## config.mk

```make
export PLATFORM = sky130hd
export DESIGN_NAME = sd_emmc_cmd_arbiter
export DESIGN_NICKNAME = d
export VERILOG_FILES = /design/src/rtl/sd_emmc_pkg.sv /design/src/rtl/sd_emmc_rr_pick.sv /design/src/rtl/sd_emmc_cmd_arbiter.sv
export SDC_FILE = /design/constraint.sdc
export NUM_CORES = 1
export LEC_CHECK = 0
export BUFFER_PORTS_ARGS = -buffer_cell sky130_fd_sc_hd__buf_2
export CELL_PAD_IN_SITES_DETAIL_PLACEMENT = 1
export CELL_PAD_IN_SITES_GLOBAL_PLACEMENT = 1
export CORE_AREA = 2 2 190 192
export CTS_BUF_LIST = sky130_fd_sc_hd__clkbuf_16
export DETAILED_ROUTE_END_ITERATION = 8
export DIE_AREA = 0 0 192 194
export PLACE_DENSITY = 0.73
export SKIP_CTS_REPAIR_TIMING = 1
export SLEW_MARGIN = 20
export SYNTH_ARGS = -nofsm -noshare
export SYNTH_HDL_FRONTEND = slang
export SYNTH_HIERARCHICAL = 1
export SYNTH_SLANG_ARGS = --single-unit
```

## constraint.sdc

```tcl
create_clock -name sd_clk -period 6.74 [get_ports sd_clk]
set_input_delay 0.674 -clock sd_clk [delete_from_list [all_inputs] [get_ports sd_clk]]
set_output_delay 0.674 -clock sd_clk [all_outputs]
set_load 0.05 [all_outputs]
```

## src/rtl/sd_emmc_pkg.sv

```systemverilog
// Shared types and constants for the SD/eMMC command arbiter.
// Covers FSM states, requester indices, status bit positions and setting encodings.
package sd_emmc_pkg;

  typedef enum logic [2:0] {
    ST_IDLE      = 3'd0,
    ST_ISSUE     = 3'd1,
    ST_WAIT_FIN  = 3'd2,
    ST_BUSY_GAP  = 3'd3,
    ST_WAIT_BUSY = 3'd4,
    ST_DONE      = 3'd5
  } state_e;

  localparam int REQ_INIT = 0;
  localparam int REQ_NEG  = 1;
  localparam int REQ_AUTO = 2;
  localparam int REQ_USER = 3;

  localparam int STAT_CRC_OK   = 0;
  localparam int STAT_INDEX_OK = 1;
  localparam int STAT_FIN_TO   = 2;
  localparam int STAT_BUSY_TO  = 3;

  localparam logic [1:0] SET_NO_RESP = 2'b00;
  localparam logic [1:0] SET_SHORT   = 2'b01;
  localparam logic [1:0] SET_LONG    = 2'b11;

  function automatic logic [1:0] onehot_to_idx(input logic [3:0] oh);
    onehot_to_idx = 2'd0;
    for (int i = 0; i < 4; i++) begin
      if (oh[i]) onehot_to_idx = 2'(i);
    end
  endfunction

endpackage

```

## src/rtl/sd_emmc_rr_pick.sv

```systemverilog
// Combinational round-robin pick among requesters 1-3.
// The search starts after last_i and wraps 3 -> 1.
module sd_emmc_rr_pick
  import sd_emmc_pkg::*;
(
  input  logic [3:1] req_i,
  input  logic [1:0] last_i,
  output logic [3:1] pick_o,
  output logic       valid_o
);

  always_comb begin
    pick_o  = 3'b000;
    valid_o = |req_i;
    case (last_i)
      2'd1: begin
        if      (req_i[REQ_AUTO]) pick_o[REQ_AUTO] = 1'b1;
        else if (req_i[REQ_USER]) pick_o[REQ_USER] = 1'b1;
        else if (req_i[REQ_NEG])  pick_o[REQ_NEG]  = 1'b1;
      end
      2'd2: begin
        if      (req_i[REQ_USER]) pick_o[REQ_USER] = 1'b1;
        else if (req_i[REQ_NEG])  pick_o[REQ_NEG]  = 1'b1;
        else if (req_i[REQ_AUTO]) pick_o[REQ_AUTO] = 1'b1;
      end
      default: begin
        if      (req_i[REQ_NEG])  pick_o[REQ_NEG]  = 1'b1;
        else if (req_i[REQ_AUTO]) pick_o[REQ_AUTO] = 1'b1;
        else if (req_i[REQ_USER]) pick_o[REQ_USER] = 1'b1;
      end
    endcase
  end

endmodule

```

## src/rtl/sd_emmc_cmd_arbiter.sv

```systemverilog
// Request/grant scheduler for the single command serial host.
// Sequences issue, finish wait, optional R1b busy wait and completion status per transaction.
module sd_emmc_cmd_arbiter
  import sd_emmc_pkg::*;
#(
  parameter int FIN_TIMEOUT  = 4096,
  parameter int BUSY_GAP     = 8,
  parameter int BUSY_TIMEOUT = 1048576,
  parameter int CNT_W        = 21
) (
  input  logic         sd_clk,
  input  logic         sd_rst_n,
  input  logic         init_done_i,
  input  logic [3:0]   req_i,
  input  logic [3:0]   busy_chk_i,
  input  logic [7:0]   setting_req_i,
  input  logic [159:0] cmd_req_i,
  output logic [3:0]   grant_o,
  output logic [3:0]   done_o,
  output logic [3:0]   status_o,
  output logic [119:0] response_o,
  output logic [1:0]   setting_o,
  output logic [39:0]  cmd_o,
  output logic         start_xfr_o,
  input  logic         command_inhibit_i,
  input  logic         finish_i,
  input  logic         crc_ok_i,
  input  logic         index_ok_i,
  input  logic [119:0] response_i,
  input  logic         busy_i,
  output state_e       state_o
);

  localparam logic [CNT_W-1:0] FIN_LAST  = CNT_W'(FIN_TIMEOUT - 1);
  localparam logic [CNT_W-1:0] GAP_LAST  = CNT_W'(BUSY_GAP - 1);
  localparam logic [CNT_W-1:0] BUSY_LAST = CNT_W'(BUSY_TIMEOUT - 1);

  state_e             state_q, state_d;
  logic [3:0]         grant_q, grant_d;
  logic [1:0]         setting_q, setting_d;
  logic [39:0]        cmd_q, cmd_d;
  logic               busy_chk_q, busy_chk_d;
  logic [3:0]         pend_q, pend_d;
  logic [3:0]         status_q, status_d;
  logic [119:0]       response_q, response_d;
  logic               start_q, start_d;
  logic [1:0]         rr_ptr_q, rr_ptr_d;
  logic [CNT_W-1:0]   cnt_q, cnt_d;

  logic [3:0]         elig;
  logic [3:1]         rr_pick;
  logic               rr_valid;
  logic [3:0]         win;
  logic [1:0]         win_idx;
  logic [CNT_W-1:0]   cnt_inc;

  // Before init completes only the init requester may compete.
  assign elig = init_done_i ? req_i : {3'b000, req_i[REQ_INIT]};

  sd_emmc_rr_pick u_rr_pick (
    .req_i   (elig[3:1]),
    .last_i  (rr_ptr_q),
    .pick_o  (rr_pick),
    .valid_o (rr_valid)
  );

  always_comb begin
    win = 4'b0000;
    if (elig[REQ_INIT])  win[REQ_INIT] = 1'b1;
    else if (rr_valid)   win = {rr_pick, 1'b0};
  end

  assign win_idx = onehot_to_idx(win);
  assign cnt_inc = (cnt_q == {CNT_W{1'b1}}) ? cnt_q : cnt_q + 1'b1;

  // Host handshake: start_xfr_o is a one-cycle strobe issued only while
  // command_inhibit_i is low; finish_i is honoured only in ST_WAIT_FIN.
  always_comb begin
    state_d    = state_q;
    grant_d    = grant_q;
    setting_d  = setting_q;
    cmd_d      = cmd_q;
    busy_chk_d = busy_chk_q;
    pend_d     = pend_q;
    status_d   = status_q;
    response_d = response_q;
    start_d    = 1'b0;
    rr_ptr_d   = rr_ptr_q;
    cnt_d      = cnt_q;

    case (state_q)
      ST_IDLE: begin
        if (|win) begin
          grant_d    = win;
          setting_d  = setting_req_i[2*int'(win_idx) +: 2];
          cmd_d      = cmd_req_i[40*int'(win_idx) +: 40];
          busy_chk_d = busy_chk_i[win_idx];
          pend_d     = 4'b0000;
          state_d    = ST_ISSUE;
        end
      end
      ST_ISSUE: begin
        if (!command_inhibit_i) begin
          start_d = 1'b1;
          cnt_d   = '0;
          state_d = ST_WAIT_FIN;
        end
      end
      ST_WAIT_FIN: begin
        if (finish_i) begin
          response_d            = response_i;
          pend_d[STAT_CRC_OK]   = crc_ok_i;
          pend_d[STAT_INDEX_OK] = index_ok_i;
          cnt_d                 = '0;
          state_d               = busy_chk_q ? ST_BUSY_GAP : ST_DONE;
        end else if (cnt_q == FIN_LAST) begin
          pend_d              = 4'b0000;
          pend_d[STAT_FIN_TO] = 1'b1;
          state_d             = ST_DONE;
        end else begin
          cnt_d = cnt_inc;
        end
      end
      ST_BUSY_GAP: begin
        if (cnt_q == GAP_LAST) begin
          cnt_d   = '0;
          state_d = ST_WAIT_BUSY;
        end else begin
          cnt_d = cnt_inc;
        end
      end
      ST_WAIT_BUSY: begin
        if (busy_i) begin
          state_d = ST_DONE;
        end else if (cnt_q == BUSY_LAST) begin
          pend_d[STAT_BUSY_TO] = 1'b1;
          state_d              = ST_DONE;
        end else begin
          cnt_d = cnt_inc;
        end
      end
      ST_DONE: begin
        if (!grant_q[REQ_INIT]) rr_ptr_d = onehot_to_idx(grant_q);
        grant_d    = 4'b0000;
        setting_d  = SET_NO_RESP;
        cmd_d      = '0;
        busy_chk_d = 1'b0;
        state_d    = ST_IDLE;
      end
      default: state_d = ST_IDLE;
    endcase

    // Status becomes visible in the same cycle as the done pulse.
    if (state_d == ST_DONE && state_q != ST_DONE) status_d = pend_d;
  end

  always_ff @(posedge sd_clk or negedge sd_rst_n) begin
    if (!sd_rst_n) begin
      state_q    <= ST_IDLE;
      grant_q    <= 4'b0000;
      setting_q  <= 2'b00;
      cmd_q      <= '0;
      busy_chk_q <= 1'b0;
      pend_q     <= 4'b0000;
      status_q   <= 4'b0000;
      response_q <= '0;
      start_q    <= 1'b0;
      rr_ptr_q   <= 2'd3;
      cnt_q      <= '0;
    end else begin
      state_q    <= state_d;
      grant_q    <= grant_d;
      setting_q  <= setting_d;
      cmd_q      <= cmd_d;
      busy_chk_q <= busy_chk_d;
      pend_q     <= pend_d;
      status_q   <= status_d;
      response_q <= response_d;
      start_q    <= start_d;
      rr_ptr_q   <= rr_ptr_d;
      cnt_q      <= cnt_d;
    end
  end

  assign grant_o     = grant_q;
  assign done_o      = (state_q == ST_DONE) ? grant_q : 4'b0000;
  assign status_o    = status_q;
  assign response_o  = response_q;
  assign setting_o   = setting_q;
  assign cmd_o       = cmd_q;
  assign start_xfr_o = start_q;
  assign state_o     = state_q;

endmodule

```

==> results.sh <==
export IMPL_syn_cell_area_mm2=0.00930
export IMPL_core_area_mm2=0.0352
export IMPL_drt_pass1_iterations=4
export IMPL_grt_overflow=0
export IMPL_io_pins=482
export IMPL_hp_class="in -> async"
export IMPL_postSynthAreaPerCell_um2=10.9
export IMPL_cts_buffers=24
export IMPL_ys_seq_area_share_pct=54.4
export IMPL_dp_cells=1745
export IMPL_crit_type="reg -> reg"
export IMPL_hpwl_um=25700
export IMPL_drt_wirelength_per_cell_um=19.1
export IMPL_slew_headroom_pct=29.2
export IMPL_fmax_mhz=252
export IMPL_drc=0
export IMPL_yosysTopAreaCell="dfrtp_1"
export IMPL_cts_reportedPaths_clkPinSlew_ns=0.06
export IMPL_drtIter0Drc=286
export IMPL_post_route_period_util_pct=58.9
export IMPL_grt_max_degree=85
export IMPL_status="finished clean"
export IMPL_synth_cells=853
export IMPL_end_kind="flop"
export IMPL_p_leak_uw=0.00640
export IMPL_synth_edff_count=0
export IMPL_maxSlewViolCount=0
export IMPL_start_util_pct=26.4
export IMPL_grt_antenna_before_repair=4
export IMPL_sw_frac_of_total_pct=51.8
export IMPL_area_growth_pct=38.6
export IMPL_num_fill_cells=4159
export IMPL_routed_via_density=4.86
export IMPL_io_buffers=481
export IMPL_gp_congestion=0.830
export IMPL_htree_levels=1
export IMPL_grt_pass1_vias=9223
export IMPL_synth_warnings=6
export IMPL_synthesis_nets=1161
export IMPL_pwr_share_seq_pct=28.9
export IMPL_cts_tree="done"
export IMPL_peakVddDrop_mv=0.327
export IMPL_ys_ff_latch=202
export IMPL_min_period_ns=3.97
export IMPL_final_cells=1786
export IMPL_clockRootBuffer="clkbuf_16"
export IMPL_finalHoldViolCount=0
export IMPL_synth_area_leaders="dfrtp_1, mux2_2, nand2_1"
export IMPL_regArea_mm2=0.00506
export IMPL_clock_latency_ns=0.52
export IMPL_synth_async_sr_flop_share_pct=100
export IMPL_cp_required_ns=7.14
export IMPL_crit_fanout=44
export IMPL_clockPowerShare_pct=16.7
export IMPL_setup_violations=0
export IMPL_combPwrFrac_pct=54.4
export IMPL_grt_pass1_wl_um=51800
export IMPL_drt_total_wl_um=34100
export IMPL_p_per_area_mw_per_mm2=559
export IMPL_dieArea_mm2=0.0372
export IMPL_power_switching_uw=3730
export IMPL_rows=69
export IMPL_p_int_uw=3470
export IMPL_worstSetupStartpointType="flop"
export IMPL_setup_tns_ns=0
export IMPL_grt_usage_pct=17.6
export IMPL_cts_buffer_depth=3
export IMPL_num_vias=8673
export IMPL_tightestPinTransition_ns=1.06
export IMPL_drive_gt1_share_pct=49.8
export IMPL_synth_top_flop_cell="dfrtp_1"
export IMPL_rsz0062_at_grt="false"
export IMPL_dieHeight_um=194
export IMPL_crit_arrival_ns=4.37
export IMPL_die_x_um=192
export IMPL_cts_sinks=202
export IMPL_synth_cell_types=56
export IMPL_fin_worst_skew_ns=0.00768
export IMPL_ant_nets=0
export IMPL_fin_nets=1618
export IMPL_yosysTopAreaCellShare_pct=53.8
export IMPL_multi_input_area_mm2=0.00403
export IMPL_max_cap_viol_count=0
## area by class of cell
class / count / share of cell area (%)
multi-input combinational: 585 / 31.3
tap: 461 / 4.48
inverter: 8 / 0.233
clock inverter: 16 / 0.874
antenna: 1 / 0.0194
sequential: 202 / 39.2
clock buffer: 24 / 4.66
timing repair buffer: 489 / 19.2
## cells by family (layout without fill, tap and decap cells)
logic type	Yosys count	after routing	share of synthesized area [%]
AO/OA/AOI/OAI	137	137	11.1
XOR/XNOR	15	15	1.41
adder cells (fa/ha/maj)	4	4	0.538
buffers and inverters	66	537	2.72
flip-flops	202	202	54.4
multiplexers	126	126	15.2
other	0	1	0
AND/OR/NAND/NOR	303	303	14.6
## layout by cell type, fill, tap and decap left out, types with 3 or more instances in the layout
master	instances
a21oi_1	16
a22o_1	4
a31oi_1	44
and2_1	7
and3_1	6
and4_1	4
buf_2	480
buf_4	8
clkbuf_16	24
clkinv_1	7
dfrtp_1	200
ha_1	4
inv_1	10
mux2_1	4
mux2_2	120
nand2_1	186
nand2b_1	5
nand3_1	11
nand4_1	9
nor2_1	32
nor2b_1	5
nor3_1	11
nor4_1	8
o21a_1	3
o21ai_1	3
o221ai_1	43
o31ai_1	5
or2_2	3
or4_1	3
xnor2_1	14
## routing by layer
| metal | global-route usage, % | vias up | wire [um] |
|---|---|---|---|
| met5 | 0 | - | 41 |
| met4 | 6.47 | 6 | 1150 |
| met3 | 4.09 | 67 | 2630 |
| met2 | 32.0 | 375 | 17200 |
| met1 | 19.9 | 4262 | 13200 |
| li1 | - | 3963 | - |
## metrics by stage
| step | util (%) | worst slack (ns) | hold WS [ns] | instance area [um2] | total power (uW) |
|---|---|---|---|---|---|
| 6_report | 36.6 | 2.77 | 0.0965 | 12900 | 7200 |
| 3_3_place_gp | 34.6 | 2.87 | 0.454 | 12200 | 5940 |
| 5_1_grt | 36.6 | 2.50 | 0.128 | 12900 | 7590 |
| 4_1_cts | 36.6 | 2.77 | 0.102 | 12900 | 7290 |
| 3_5_place_dp | 34.6 | 2.68 | 0.462 | 12200 | 6050 |
| 2_1_floorplan | - | 3.89 | 0.378 | 9300 | 4940 |
## power by group through the flow
| stage | Combinational, uW | Sequential [uW] | Clock (uW) |
|---|---|---|---|
| floorplan | 1130 | 3810 | 0 |
| global placement | 3880 | 2060 | 0 |
| detailed placement | 3950 | 2100 | 0 |
| CTS | 3950 | 2090 | 1250 |
| global route | 4130 | 2170 | 1300 |
| finish | 3920 | 2080 | 1200 |
## Yosys cell counts, drive strengths merged, types with 5 or more instances
master,count
xnor2,14
dfrtp,200
and2,7
a31oi,44
nor2b,5
clkbuf,51
nand2,186
nand2b,6
o221ai,43
nor3,11
and3,7
nand4,9
mux2,124
buf,7
nor4,8
a21oi,16
nor2,33
nand3,11
o31ai,5
o21ai,7
inv,8
## worst max-delay path, cell delays in order, from the launching register on
cell	delay, ns
dfstp_2	0.55
inv_1	0.06
ha_1	0.33
mux2i_1	0.16
a21oi_1	0.48
o21a_2	0.87
nand2b_2	0.79
o221ai_1	0.50
nand2_1	0.08
## worst paths after layout
path | startpoint | endpoint | slack (ns) | depth (start not counted)
worst min register to register | cmd_o[34] | cmd_o[34] | 0.47 | 2
worst max register to register | rr_ptr_q[0] | cmd_o[20] | 2.77 | 8
worst min-delay path | sd_rst_n | response_o[102] | 0.1 | 1
max in group asynchronous | sd_rst_n | response_o[57] | 5.26 | 2
min in group sd_clk | command_inhibit_i | start_xfr_o | 0.35 | 2
worst max-delay path | rr_ptr_q[0] | cmd_o[20] | 2.77 | 8
## sequential cells by signal (all words and copies together), names as in the netlist
name,count
start_xfr_o,1
setting_o,2
grant_o,4
status_o,4
pend_q,4
busy_chk_q,1
rr_ptr_q,2
cnt_q,21
cmd_o,40
response_o,120
state_o,3
Power figures use the tool's default switching activity.
